## src/rtl/am_pkg.sv

```systemverilog
// Shared opcodes, FSM state encoding and default widths for the operand sequencer.
package am_pkg;

    localparam int DATA_W_DEF   = 16;
    localparam int RADDR_W_DEF  = 3;
    localparam int ACC_ADDR_DEF = 0;

    localparam logic [3:0] OPC_MOV = 4'b1011;
    localparam logic [3:0] OPC_MVI = 4'b1100;
    localparam logic [3:0] OPC_LDA = 4'b1101;
    localparam logic [3:0] OPC_LDI = 4'b1110;

    typedef enum logic [2:0] {
        ST_IDLE  = 3'd0,
        ST_RDREG = 3'd1,
        ST_FETCH = 3'd2,
        ST_MEMRD = 3'd3,
        ST_WB    = 3'd4
    } am_state_t;

endpackage

```

## src/rtl/addr_mode_decode.sv

```systemverilog
// Combinational opcode classifier; LDI is only legal when AM_INDIRECT_EN is defined.
module addr_mode_decode
    import am_pkg::*;
(
    input  logic [3:0] opcode,
    output logic       legal,
    output logic       needs_rd,
    output logic       needs_fetch,
    output logic       needs_mem,
    output logic       use_acc
);

    // Map each opcode onto the sequence of operand sources it needs.
    always_comb begin
        legal       = 1'b0;
        needs_rd    = 1'b0;
        needs_fetch = 1'b0;
        needs_mem   = 1'b0;
        use_acc     = 1'b0;
        case (opcode)
            OPC_MOV: begin
                legal    = 1'b1;
                needs_rd = 1'b1;
            end
            OPC_MVI: begin
                legal       = 1'b1;
                needs_fetch = 1'b1;
            end
            OPC_LDA: begin
                legal       = 1'b1;
                needs_fetch = 1'b1;
                needs_mem   = 1'b1;
                use_acc     = 1'b1;
            end
`ifdef AM_INDIRECT_EN
            OPC_LDI: begin
                legal     = 1'b1;
                needs_rd  = 1'b1;
                needs_mem = 1'b1;
            end
`endif
            default: begin
                legal = 1'b0;
            end
        endcase
    end

endmodule

```

## src/rtl/addr_mode_seq.sv

```systemverilog
// Multi-cycle operand sequencer: register/immediate/direct (and, with AM_INDIRECT_EN,
// register-indirect) operand resolution ending in a single writeback beat.
module addr_mode_seq
    import am_pkg::*;
#(
    parameter int DATA_W   = DATA_W_DEF,
    parameter int RADDR_W  = RADDR_W_DEF,
    parameter int ACC_ADDR = ACC_ADDR_DEF
) (
    input  logic               clk,
    input  logic               rst_n,
    input  logic               start,
    input  logic [3:0]         opcode,
    input  logic [RADDR_W-1:0] op1_reg,
    input  logic [RADDR_W-1:0] op2_reg,
    output logic               busy,
    output logic [RADDR_W-1:0] rf_rd_addr,
    input  logic [DATA_W-1:0]  rf_rd_data,
    output logic               fetch_req,
    input  logic               fetch_ack,
    input  logic [DATA_W-1:0]  fetch_data,
    output logic               mem_req,
    output logic [DATA_W-1:0]  mem_addr,
    input  logic               mem_ack,
    input  logic [DATA_W-1:0]  mem_rdata,
    output logic               wb_valid,
    input  logic               wb_ready,
    output logic [RADDR_W-1:0] wb_addr,
    output logic [DATA_W-1:0]  wb_data,
    output logic               err
);

    am_state_t          state_r;
    logic [3:0]         opcode_r;
    logic [RADDR_W-1:0] op1_r;
    logic [3:0]         dec_opcode_s;
    logic               legal_s;
    logic               needs_rd_s;
    logic               needs_fetch_s;
    logic               needs_mem_s;
    logic               use_acc_s;

    // Classify the incoming opcode while idle, the latched one afterwards.
    always_comb begin
        if (state_r == ST_IDLE) begin
            dec_opcode_s = opcode;
        end else begin
            dec_opcode_s = opcode_r;
        end
    end

    addr_mode_decode u_decode (
        .opcode      (dec_opcode_s),
        .legal       (legal_s),
        .needs_rd    (needs_rd_s),
        .needs_fetch (needs_fetch_s),
        .needs_mem   (needs_mem_s),
        .use_acc     (use_acc_s)
    );

    // Sequencer FSM with all outputs registered.
    always_ff @(posedge clk or negedge rst_n) begin
        if (!rst_n) begin
            state_r    <= ST_IDLE;
            opcode_r   <= 4'b0000;
            op1_r      <= '0;
            busy       <= 1'b0;
            rf_rd_addr <= '0;
            fetch_req  <= 1'b0;
            mem_req    <= 1'b0;
            mem_addr   <= '0;
            wb_valid   <= 1'b0;
            wb_addr    <= '0;
            wb_data    <= '0;
            err        <= 1'b0;
        end else begin
            err <= 1'b0;
            case (state_r)
                ST_IDLE: begin
                    if (start) begin
                        opcode_r   <= opcode;
                        op1_r      <= op1_reg;
                        rf_rd_addr <= op2_reg;
                        busy       <= legal_s;
                        if (legal_s && needs_rd_s) begin
                            state_r <= ST_RDREG;
                        end else if (legal_s && needs_fetch_s) begin
                            state_r   <= ST_FETCH;
                            fetch_req <= 1'b1;
                        end else begin
                            err <= 1'b1;
                        end
                    end
                end
                ST_RDREG: begin
`ifdef AM_INDIRECT_EN
                    if (needs_mem_s) begin
                        mem_addr <= rf_rd_data;
                        mem_req  <= 1'b1;
                        state_r  <= ST_MEMRD;
                    end else begin
                        wb_addr  <= op1_r;
                        wb_data  <= rf_rd_data;
                        wb_valid <= 1'b1;
                        state_r  <= ST_WB;
                    end
`else
                    wb_addr  <= op1_r;
                    wb_data  <= rf_rd_data;
                    wb_valid <= 1'b1;
                    state_r  <= ST_WB;
`endif
                end
                ST_FETCH: begin
                    if (fetch_ack) begin
                        fetch_req <= 1'b0;
                        if (needs_mem_s) begin
                            mem_addr <= fetch_data;
                            mem_req  <= 1'b1;
                            state_r  <= ST_MEMRD;
                        end else begin
                            wb_addr  <= op1_r;
                            wb_data  <= fetch_data;
                            wb_valid <= 1'b1;
                            state_r  <= ST_WB;
                        end
                    end
                end
                ST_MEMRD: begin
                    if (mem_ack) begin
                        mem_req  <= 1'b0;
                        wb_data  <= mem_rdata;
                        wb_valid <= 1'b1;
                        state_r  <= ST_WB;
                        if (use_acc_s) begin
                            wb_addr <= RADDR_W'(ACC_ADDR);
                        end else begin
                            wb_addr <= op1_r;
                        end
                    end
                end
                ST_WB: begin
                    if (wb_ready) begin
                        wb_valid <= 1'b0;
                        busy     <= 1'b0;
                        state_r  <= ST_IDLE;
                    end
                end
                default: begin
                    state_r   <= ST_IDLE;
                    busy      <= 1'b0;
                    fetch_req <= 1'b0;
                    mem_req   <= 1'b0;
                    wb_valid  <= 1'b0;
                end
            endcase
        end
    end

endmodule
```

## config.mk

```make
export PLATFORM = sky130hd
export DESIGN_NAME = addr_mode_seq
export DESIGN_NICKNAME = d
export VERILOG_FILES = /design/src/rtl/am_pkg.sv /design/src/rtl/addr_mode_decode.sv /design/src/rtl/addr_mode_seq.sv
export SDC_FILE = /design/constraint.sdc
export NUM_CORES = 1
export LEC_CHECK = 0
export ABC_AREA = 1
export ABC_CLOCK_PERIOD_IN_PS = 2510
export CAP_MARGIN = 30
export CORE_ASPECT_RATIO = 0.75
export CORE_UTILIZATION = 47
export DETAILED_ROUTE_END_ITERATION = 10
export GPL_TIMING_DRIVEN = 1
export PLACE_DENSITY = 0.86
export RECOVER_POWER = 25
export SYNTH_ARGS = -nofsm -noshare
export SYNTH_HDL_FRONTEND = slang
export SYNTH_SLANG_ARGS = --single-unit
```

## constraint.sdc

```tcl
create_clock -name clk -period 2.51 [get_ports clk]
set_input_delay 0.6275 -clock clk [delete_from_list [all_inputs] [get_ports clk]]
set_output_delay 0.6275 -clock clk [all_outputs]
set_load 0.02 [all_outputs]
```

* Yosys cells after proc, flatten, opt, wreduce, memory -nomap -nowiden *
Index checks and enable logic that the tools add are counted.

operators by class
  order comparisons = 0
  add/sub/neg operators = 0
  eq/ne operators = 16
  reduce and logical (&&, ||, !) cells = 17
  shift-type cells = 0
  bitwise operators = 4
  div/mod/pow operators = 0
  $mul = 0
  muxes and demuxes = 42

operator list
  cell                number
  $mux 16             3
  $pmux 16 s3         1
  $mux 3              11
  $mux 1              20
  $pmux 3 s5          1
  $reduce_and 5->1    3
  $ne 2x2->1 const B  7
  $eq 4x4->1 const B  3
  $reduce_or 3->1     4
  $pmux 1 s3          3
  $pmux 3 s3          1
  $reduce_and 4->1    2
  $eq 3x2->1 const B  2
  $reduce_and 3->1    2
  $pmux 1 s5          1
  $mux 4              1
  $not 1->1           4
  $eq 3x1->1 const B  1
  $eq 3x3->1 const B  1
  $logic_not 3->1     1
  $ne 3x1->1 const B  1
  $reduce_bool 3->1   1
  $logic_and 1x1->1   2
  $ne 2x1->1 const B  1
  2 further kinds     2

storage, ports and cells
  latch bits = 0
  output and inout port bits = 43
  logic and storage cells = 91
  memories = 0
  bits in read-only memories = 0
  bits of input ports = 64
  bits in registers = 53
  RAM bits = 0

* Depth between registers and ports, before layout *
Gate-level depths: netlist of run 1.

  word-level depth = 10
  gate-level depth with buffers = 11

* Modules after synthesis *
From an unflattened synthesis of run 1, not the netlist that was laid out.

second synthesis, totals
  cell total of the unflattened synthesis = 339
  area, all modules = 2626.3 µm²

modules (own cells, without submodules)
  module            times used  cells an instance  seq. area each (µm²)  area each (µm²)
  addr_mode_seq     1           326                1326.3                2561.2
  addr_mode_decode  1           13                 0.0                   65.1

* Least setup slack after synthesis of run 1 *
Ideal clock, no wire load.

  path kind = register to register
  start point = reg state_r[0]
  end point = reg wb_data[2]
  arrival = 1.443 ns
  path buffers = 2
  period minus slack after synthesis = 1.571 ns
  required time = 2.382 ns
  slack = 0.939 ns
  stages on the path, launching flop included = 11
  path through = dfrtp_1 -> nor2_2 -> buf_6 -> nand3_1 -> nand2_1 -> nor2_4 -> nand3_4 -> nand3_4 -> buf_6 -> nand2_1 -> o21ai_2

between the ends
  word-level cells in the longest chain between the ends = 6
  elaborated cells on any way between the ends = 13
  classes of those cells = eq/ne: 7; mux: 3; reduce/logical: 3

RTL lines
  element                     RTL line                text
  from (decl)                 addr_mode_seq.sv:33     am_state_t state_r;
  from (signal assigned)      addr_mode_seq.sv:64     state_r <= ST_IDLE;
  from (signal assigned)      addr_mode_seq.sv:86     state_r <= ST_RDREG;
  from (signal assigned)      addr_mode_seq.sv:88     state_r <= ST_FETCH;
  $logic_not 3->1             addr_mode_seq.sv:45     if (state_r == ST_IDLE) begin
  $mux 4                      addr_mode_seq.sv:45
  $eq 4x4->1                  addr_mode_decode.sv:20  case (opcode)
  $mux 1                      addr_mode_decode.sv:20
  $ne 2x2->1 (no line)        n/a
  $reduce_and 4->1 (no line)  n/a
  to (signal assigned)        addr_mode_seq.sv:109    wb_data <= rf_rd_data;
  to (signal assigned)        addr_mode_seq.sv:123    wb_data <= fetch_data;
  to (signal assigned)        addr_mode_seq.sv:132    wb_data <= mem_rdata;
  to (decl)                   addr_mode_seq.sv:29     output logic [DATA_W-1:0] wb_data,

Several ways; a longest one is shown, not always the timed one.
A chain may end at the register's enable or synchronous reset.

* Final worst setup path of run 1 *
  start point = in opcode[2]
  end point = reg mem_addr[15]

between the ends
  word-level cells in the longest chain between the ends = 4

RTL lines
  element                     RTL line                text
  from (decl)                 addr_mode_seq.sv:13     input logic [3:0] opcode,
  $mux 4                      addr_mode_seq.sv:45
  $eq 4x4->1                  addr_mode_decode.sv:20
  $mux 1                      addr_mode_decode.sv:20
  $reduce_and 3->1 (no line)  n/a
  to (signal assigned)        addr_mode_seq.sv:118    mem_addr <= fetch_data;
  to (decl)                   addr_mode_seq.sv:23     output logic [DATA_W-1:0] mem_addr,

Every way passes these cells.

==> impl_results.md, run 1 <==
* Status: completed
* Clk_skew at 0.007239 ns
* Worst-Skew Late Latency at 0.31 ns
* CTS tree: yes
* Initial drt markers at 257
* Rows at 23
* DRT Pass-1 Iters at 4
* Post-CTS sizing at 0
* GPL Wtd Cong at 0.8447
* Largest net degree at the start of global routing at 54
* Clk sink count at 53
* Vias in the first global route at 2542
* Post-DR wirelength/cell at 14.84 um
* Most frequent cells in the layout: nand2_1 (108), clkdlybuf4s50_1 (105), dfrtp_1 (53)
* Fraction of final layout cells with drive strength greater than 1 at 12.97%
* Initial Utilization at 49.69%
* Nets at 487
* Synth warn at 0
* Largest stage delay, worst path at 0.50 ns
* Mean area per synthesized cell at 8.690 um2
* Crit path cell chain: clkdlybuf4s50_1, nand3b_2, nand2_2, nor2_4, nand3_4, buf_4, o21ai_1, nand2_1
* Routed via count at 2596
* Layout area overhead at 47.41%
* CP required at 2.71 ns
* NetSw at 2103 uW
* Die H at 67.67 um
* Global-route usage over all layers at 25.77%
* Final period utilization at 81.09%
* Htree depth at 2
* LEAKAGE at 0.001900 uW
* Gate power share at 56.4%
* Placed Instances at 491
* Antenna violations before repair at 0
* TNS Setup at 0 ns
* IO Count at 107
* Clk pwr share at 13.9%
* Flop pwr share at 29.7%
* Flops & latches, synth at 53
* TritonCTS Buffers at 5
* Min Tclk post-route at 2.035 ns
* Gr ovfl total at 0
* Final hold slack at 0.4823 ns
* CTS Root Cell: clkbuf_8
* CP max-delay cell: clkdlybuf4s50_1
* Port Buffers at 106
* Gate Count Post-Synth at 311
* N_diodes at 0
* Relative slew slack at 13.72%
* Post-CTS setup repair buffer count at 0
* CP Capture Type: flip-flop
* # setup viols final at 0
* Worst VDD drop at 574.9 uV
* Fmax at 491.3 MHz
* Core ar. at 0.005439 mm2
* Final routed DRC violation total at 0
* Max Slew Vio Count at 0
* DRT Wirelength at 7404 um
* Final Power at 4962 uW
* Pwr/cell area at 1245 mW/mm2
* Die width at 89.56 um
* Most common cell after layout, fill and taps aside: nand2_1
* Startpoint Class: input port
* CTS hold repair buffers at 0
* Hold Fails Final Rpt at 0
* ANT nets after route at 0
* Worst min path class: reg -> reg
* Max cap viols at 0
* Int Pwr at 2858 uW
* DP HPWL at 5491 um
* Syn Nets at 375
* First-pass GRT wire length at 11670 um
* Crit path kind: in -> reg
* Critical Path AT at 2.24 ns
* Syn Std Cell Area at 0.002703 mm2
* Vias per inst at 5.202
* Clk pin slew, worst setup/hold paths at 0.10 ns
* Clock Tree Buf Depth at 2
* Least-Margin Pin Slew at 1.294 ns
* Post-synthesis cell type count at 25
* CP max FO at 14
* Switching share of power at 42.39%
* Final non-filler cell total at 499
* Die footprint at 0.006061 mm2
* Sequential fraction of the synthesis area at 49.07%
* Worst reg-to-reg setup slack at 0.50 ns
* RSZ-0062 raised after global routing: false
## kinds of logic after synthesis
logic type             synth area share [%]
flip-flops                            49.07
buffers and inverters                 7.315
AO/OA/AOI/OAI                         18.61
AND/OR/NAND/NOR                       25.00
## cell type report
cell class                 count  area (um2)
clock buffer                   5       68.82
multi-input combinational    223        1179
sequential                    53        1326
tap                           75       93.84
inverter                      23       86.33
timing repair buffer         117        1161
clock inverter                 3       68.82
fill                         396        1455
## worst max-delay path: cells and delay by family
| kind | cells | cell delay, ns |
|---|---|---|
| AO/OA/AOI/OAI | 1 | 0.16 |
| buffers and inverters | 2 | 0.76 |
| AND/OR/NAND/NOR | 5 | 0.67 |
## stage by stage
| stage | utilization, % | instance area [um2] | setup slack [ns] |
|---|---|---|---|
| final | 73.25 | 3984 | 0.4746 |
| after global routing | 73.25 | 3984 | 0.3869 |
| after CTS | 73.29 | 3986 | 0.5068 |
| after detailed placement | 70.76 | 3849 | 0.1758 |
| after global placement | 70.76 | 3849 | 0.2973 |
| after floorplan | - | 2703 | 0.9392 |
## synth_stat cells, drive strengths merged
cell	count	share of area (%)
a21oi	12	2.6
a221oi	7	2.3
a22o	9	2.9
buf	10	3.8
clkbuf	2	0.28
dfrtp	53	49
inv	23	3.2
nand2	113	16
nand3	12	3.1
nand3b	2	0.69
nor2	23	4.8
nor3	1	0.19
o21ai	44	11
## sequential cells by signal, indices dropped and copies added, names as in the netlist
register / flops
rf_rd_addr: 3
opcode_r: 4
wb_data: 16
fetch_req: 1
mem_addr: 16
op1_r: 3
err: 1
wb_addr: 3
wb_valid: 1
state_r: 3
busy: 1
mem_req: 1
## routing by layer
metal | vias up | track usage, % | share of wire, %
li1 | 1241 | - | -
met1 | 1240 | 33.95 | 44
met2 | 103 | 41.57 | 48
met3 | 12 | 5.746 | 6.7
met4 | 0 | 9.921 | 1.4
met5 | - | 0 | 0
## power by group through the flow
stage / sequential (uW) / combinational [uW] / clock [uW]
global placement: 1470 / 2710 / 0
detailed placement: 1480 / 2800 / 0
floorplan: 1860 / 1310 / 0
global route: 1520 / 3030 / 739
CTS: 1470 / 2810 / 700
finish: 1470 / 2800 / 692
## worst paths after layout
check,start,cells past startpoint,endpoint
hold / removal,op1_r[0],2,op1_r[0]
setup / recovery,opcode[2],8,mem_addr[15]
max in group asynchronous,rst_n,2,rf_rd_addr[1]
min in group asynchronous,rst_n,2,wb_data[2]
hold reg to reg,op1_r[0],2,op1_r[0]
setup reg to reg,state_r[2],9,mem_addr[15]
No activity file was read; power rests on OpenSTA's default activity.
==> inputs of run 2 (changes only) <==
--- a/config.mk
+++ b/config.mk
@@ -6,13 +6,13 @@
 export NUM_CORES = 1
 export LEC_CHECK = 0
 export ABC_AREA = 1
-export ABC_CLOCK_PERIOD_IN_PS = 2510
+export ABC_CLOCK_PERIOD_IN_PS = 1700
 export CAP_MARGIN = 30
 export CORE_ASPECT_RATIO = 0.75
-export CORE_UTILIZATION = 47
+export CORE_UTILIZATION = 39
 export DETAILED_ROUTE_END_ITERATION = 10
 export GPL_TIMING_DRIVEN = 1
-export PLACE_DENSITY = 0.86
+export PLACE_DENSITY = 0.76
 export RECOVER_POWER = 25
 export SYNTH_ARGS = -nofsm -noshare
 export SYNTH_HDL_FRONTEND = slang
==> constraint.sdc (replaced) <==
create_clock -name clk -period 1.7 [get_ports clk]
set_input_delay 0.425 -clock clk [delete_from_list [all_inputs] [get_ports clk]]
set_output_delay 0.425 -clock clk [all_outputs]
set_load 0.02 [all_outputs]
==> impl_results.md, run 2 (synthesis results as in run 1) <==
* Flop pwr share at 30.1% (was 29.7%)
* Largest registers: mem_addr (16), wb_data (16), opcode_r (4) (unchanged)
* Most common cell after layout, fill and taps aside: nand2_1 (unchanged)
* Layout area overhead at 55.74% (was 47.41%)
* Min Tclk post-route at 1.716 ns
* Relative slew slack at 11.92% (was 13.72%)
* Antenna violations before repair at 0 (unchanged)
* Final cell area excluding filler cells at 0.004209 mm2 (was 0.003984 mm2)
* Top routing layer in use: met4 (unchanged)
* Met1 wire length at 3738 um (was 3222 um)
* Most frequent cells in the layout: nand2_1 (104), clkdlybuf4s50_1 (63), dfrtp_1 (53) (was nand2_1 (108), clkdlybuf4s50_1 (105), dfrtp_1 (53))
* DP Area at 0.004016 mm2 (was 0.003849 mm2)
* Multi-input gate area at 0.001242 mm2 (was 0.001179 mm2)
* Vias in the first global route at 2399 (was 2542)
* Final hold slack at 0.4721 ns (was 0.4823 ns)
* DRT Pass-1 Iters at 7 (was 4)
* Worst VDD drop at 684.1 uV (was 574.9 uV)
* Vias per inst at 4.938 (was 5.202)
* Core ar. at 0.006506 mm2 (was 0.005439 mm2)
* Post-DR wirelength/cell at 15.53 um (was 14.84 um)
* Clk pin slew, worst setup/hold paths at 0.10 ns (about the same)
* Clk sink count at 53 (unchanged)
* CP required at 1.89 ns (was 2.71 ns)
* IO Count at 107 (unchanged)
* Fmax at 582.9 MHz
* Port Buffers at 106 (unchanged)
* CTS Root Cell: clkbuf_8 (unchanged)
* First-pass GRT wire length at 12340 um (was 11670 um)
* Pwr/cell area at 1704 mW/mm2 (was 1245 mW/mm2)
* Largest net degree at the start of global routing at 54 (unchanged)
* Worst-Skew Late Latency at 0.30 ns (was 0.31 ns)
* Area occupied by registers at 0.001326 mm2 (unchanged)
* NetSw at 3214 uW (was 2103 uW)
* LEAKAGE at 0.002265 uW (was 0.001900 uW)
* CTS tree: yes (unchanged)
* Global-route usage over all layers at 22.28% (was 25.77%)
* Final routed DRC violation total at 3 (was 0)
* Fillcell total at 573 (was 396)
* Clock Tree Buf Depth at 2 (unchanged)
* Crit path kind: reg -> reg (was in -> reg)
* Clk_skew at 0.008430 ns (was 0.007239 ns)
* Rows at 25 (was 23)
* Reg2Reg Depth at 10 (was 9)
* TritonCTS Buffers at 5 (unchanged)
* CP max FO at 9 (was 14)
* Startpoint Class: flip-flop (was input port)
* Initial drt markers at 161 (was 257)
* Final period utilization at 100.9%
* Routed met2 length at 4027 um (was 3578 um)
* Max Slew Vio Count at 0 (unchanged)
* Final worst slack at -0.01565 ns (was 0.4746 ns)
* N_diodes at 0 (unchanged)
* Status: finished with violations (was completed)
* Nets at 514 (was 487)
* Switching share of power at 44.82% (was 42.39%)
* Htree depth at 2 (unchanged)
* Met3 wire len at 408 um (was 497 um)
* Gr ovfl total at 0 (unchanged)
* DP HPWL at 6290 um (was 5491 um)
* Critical Path AT at 1.91 ns (was 2.24 ns)
* Fraction of final layout cells with drive strength greater than 1 at 20.40% (was 12.97%)
* Failing checks: DRC, setup timing
* Clk pwr share at 9.8% (was 13.9%)
* Initial Utilization at 41.54% (was 49.69%)
* Die width at 98.12 um (was 89.56 um)
* ANT nets after route at 0 (unchanged)
* CTS hold repair buffers at 0 (unchanged)
* Die H at 74.09 um (was 67.67 um)
* WHS Path Cells at 2 (unchanged)
* Least-Margin Pin Slew at 1.321 ns (was 1.294 ns)
* Routed via count at 2627 (was 2596)
* # setup viols final at 2 (was 0)
* GPL Wtd Cong at 0.9291 (was 0.8447)
* CP Capture Type: flip-flop (unchanged)
* RSZ-0062 raised after global routing: true (was false)
* Max cap viols at 0 (unchanged)
* Gate power share at 60.1% (was 56.4%)
* Hold Fails Final Rpt at 0 (unchanged)
* DRT Wirelength at 8261 um (was 7404 um)
* Int Pwr at 3957 uW (was 2858 uW)
* Worst min path class: reg -> reg (unchanged)
* Die footprint at 0.007270 mm2 (was 0.006061 mm2)
run 2: cell types whose count changed in the layout (fill, tap and decap cells not counted), moves of 3 or more:
cell             previous run  this run
buf_4                       8        31
dlygate4sd2_1               0        33
o21ai_1                    17        14
clkdlybuf4s50_1           105        63
o21ai_2                    19        23
nand2_1                   108       104
dlymetal6s2s_1              0         9
run 2: metrics by stage:
stage | util (%) | instances | worst slack [ns] | power [uW] | TNS, ns
after global placement | 61.73 | 515 | -0.2233 | 6455 | -6.973
after detailed placement | 61.73 | 515 | -0.2680 | 6565 | -8.290
after CTS | 62.79 | 524 | 0.0001396 | 7068 | 0
final | 64.69 | 532 | -0.01565 | 7171 | -0.02005
after floorplan | - | 311 | 0.1292 | 4671 | 0
after global routing | 64.69 | 532 | -0.1063 | 7697 | -2.185
run 2: power groups by stage:
stage	combinational, uW	clock (uW)	sequential (uW)
after detailed placement	4380	0	2180
after global routing	4690	782	2230
after CTS	4180	735	2150
final	4310	705	2160
after floorplan	1930	0	2740
after global placement	4300	0	2160
run 2: final cells by class:
class | count | share of cell area [%]
Clock buffer | 6 | 1.724
Clock inverter | 2 | 0.3270
Inverter | 23 | 2.051
Multi-Input combinational cell | 224 | 29.52
Sequential cell | 53 | 31.51
Tap cell | 81 | 2.408
Timing Repair Buffer | 143 | 32.46
run 2: layer usage:
layer,GRT usage [%],vias to the layer above
li1,-,1303
met1,31.80,1251
met2,35.60,66
met3,3.477,7
met4,6.229,0
met5,0,-
run 2: repair_timing:
| item | in CTS | in global routing |
|---|---|---|
| pin swaps | 3 | 11 |
| cloned | 1 | 0 |
| setup buffers | 0 | 8 |
| endpoints found under the setup margin | 68 | 49 |
| resized for setup | 36 | 23 |
run 2: path summary, 6_finish.rpt:
path | from | endpoint | slack [ns]
max in group asynchronous | rst_n | mem_addr[3] | 0.41
worst max-delay path | state_r[0] | mem_addr[0] | -0.02
worst min register to register | rf_rd_addr[0] | rf_rd_addr[0] | 0.47
worst max register to register | state_r[0] | mem_addr[0] | -0.02
min in group asynchronous | rst_n | op1_r[2] | 0.48
worst min-delay path | rf_rd_addr[0] | rf_rd_addr[0] | 0.47
run 2: worst max-delay path, stage by stage (launching register included):
cell     delay [ns]
dfrtp_1        0.42
nor2_4         0.18
nand2_4        0.10
nand2_1        0.09
nand2_2        0.07
nor2_4         0.14
nand3_4        0.12
buf_12         0.17
buf_6          0.14
o21ai_1        0.12
nand2_1        0.07
==> inputs of run 3 (changes only) <==
--- a/config.mk
+++ b/config.mk
@@ -14,6 +14,7 @@
 export GPL_TIMING_DRIVEN = 1
 export PLACE_DENSITY = 0.76
 export RECOVER_POWER = 25
+export SKIP_LAST_GASP = 1
 export SYNTH_ARGS = -nofsm -noshare
 export SYNTH_HDL_FRONTEND = slang
 export SYNTH_SLANG_ARGS = --single-unit
==> results of run 3 <==
Same layout as run 2: the final DEF is identical, and so are final timing and power.
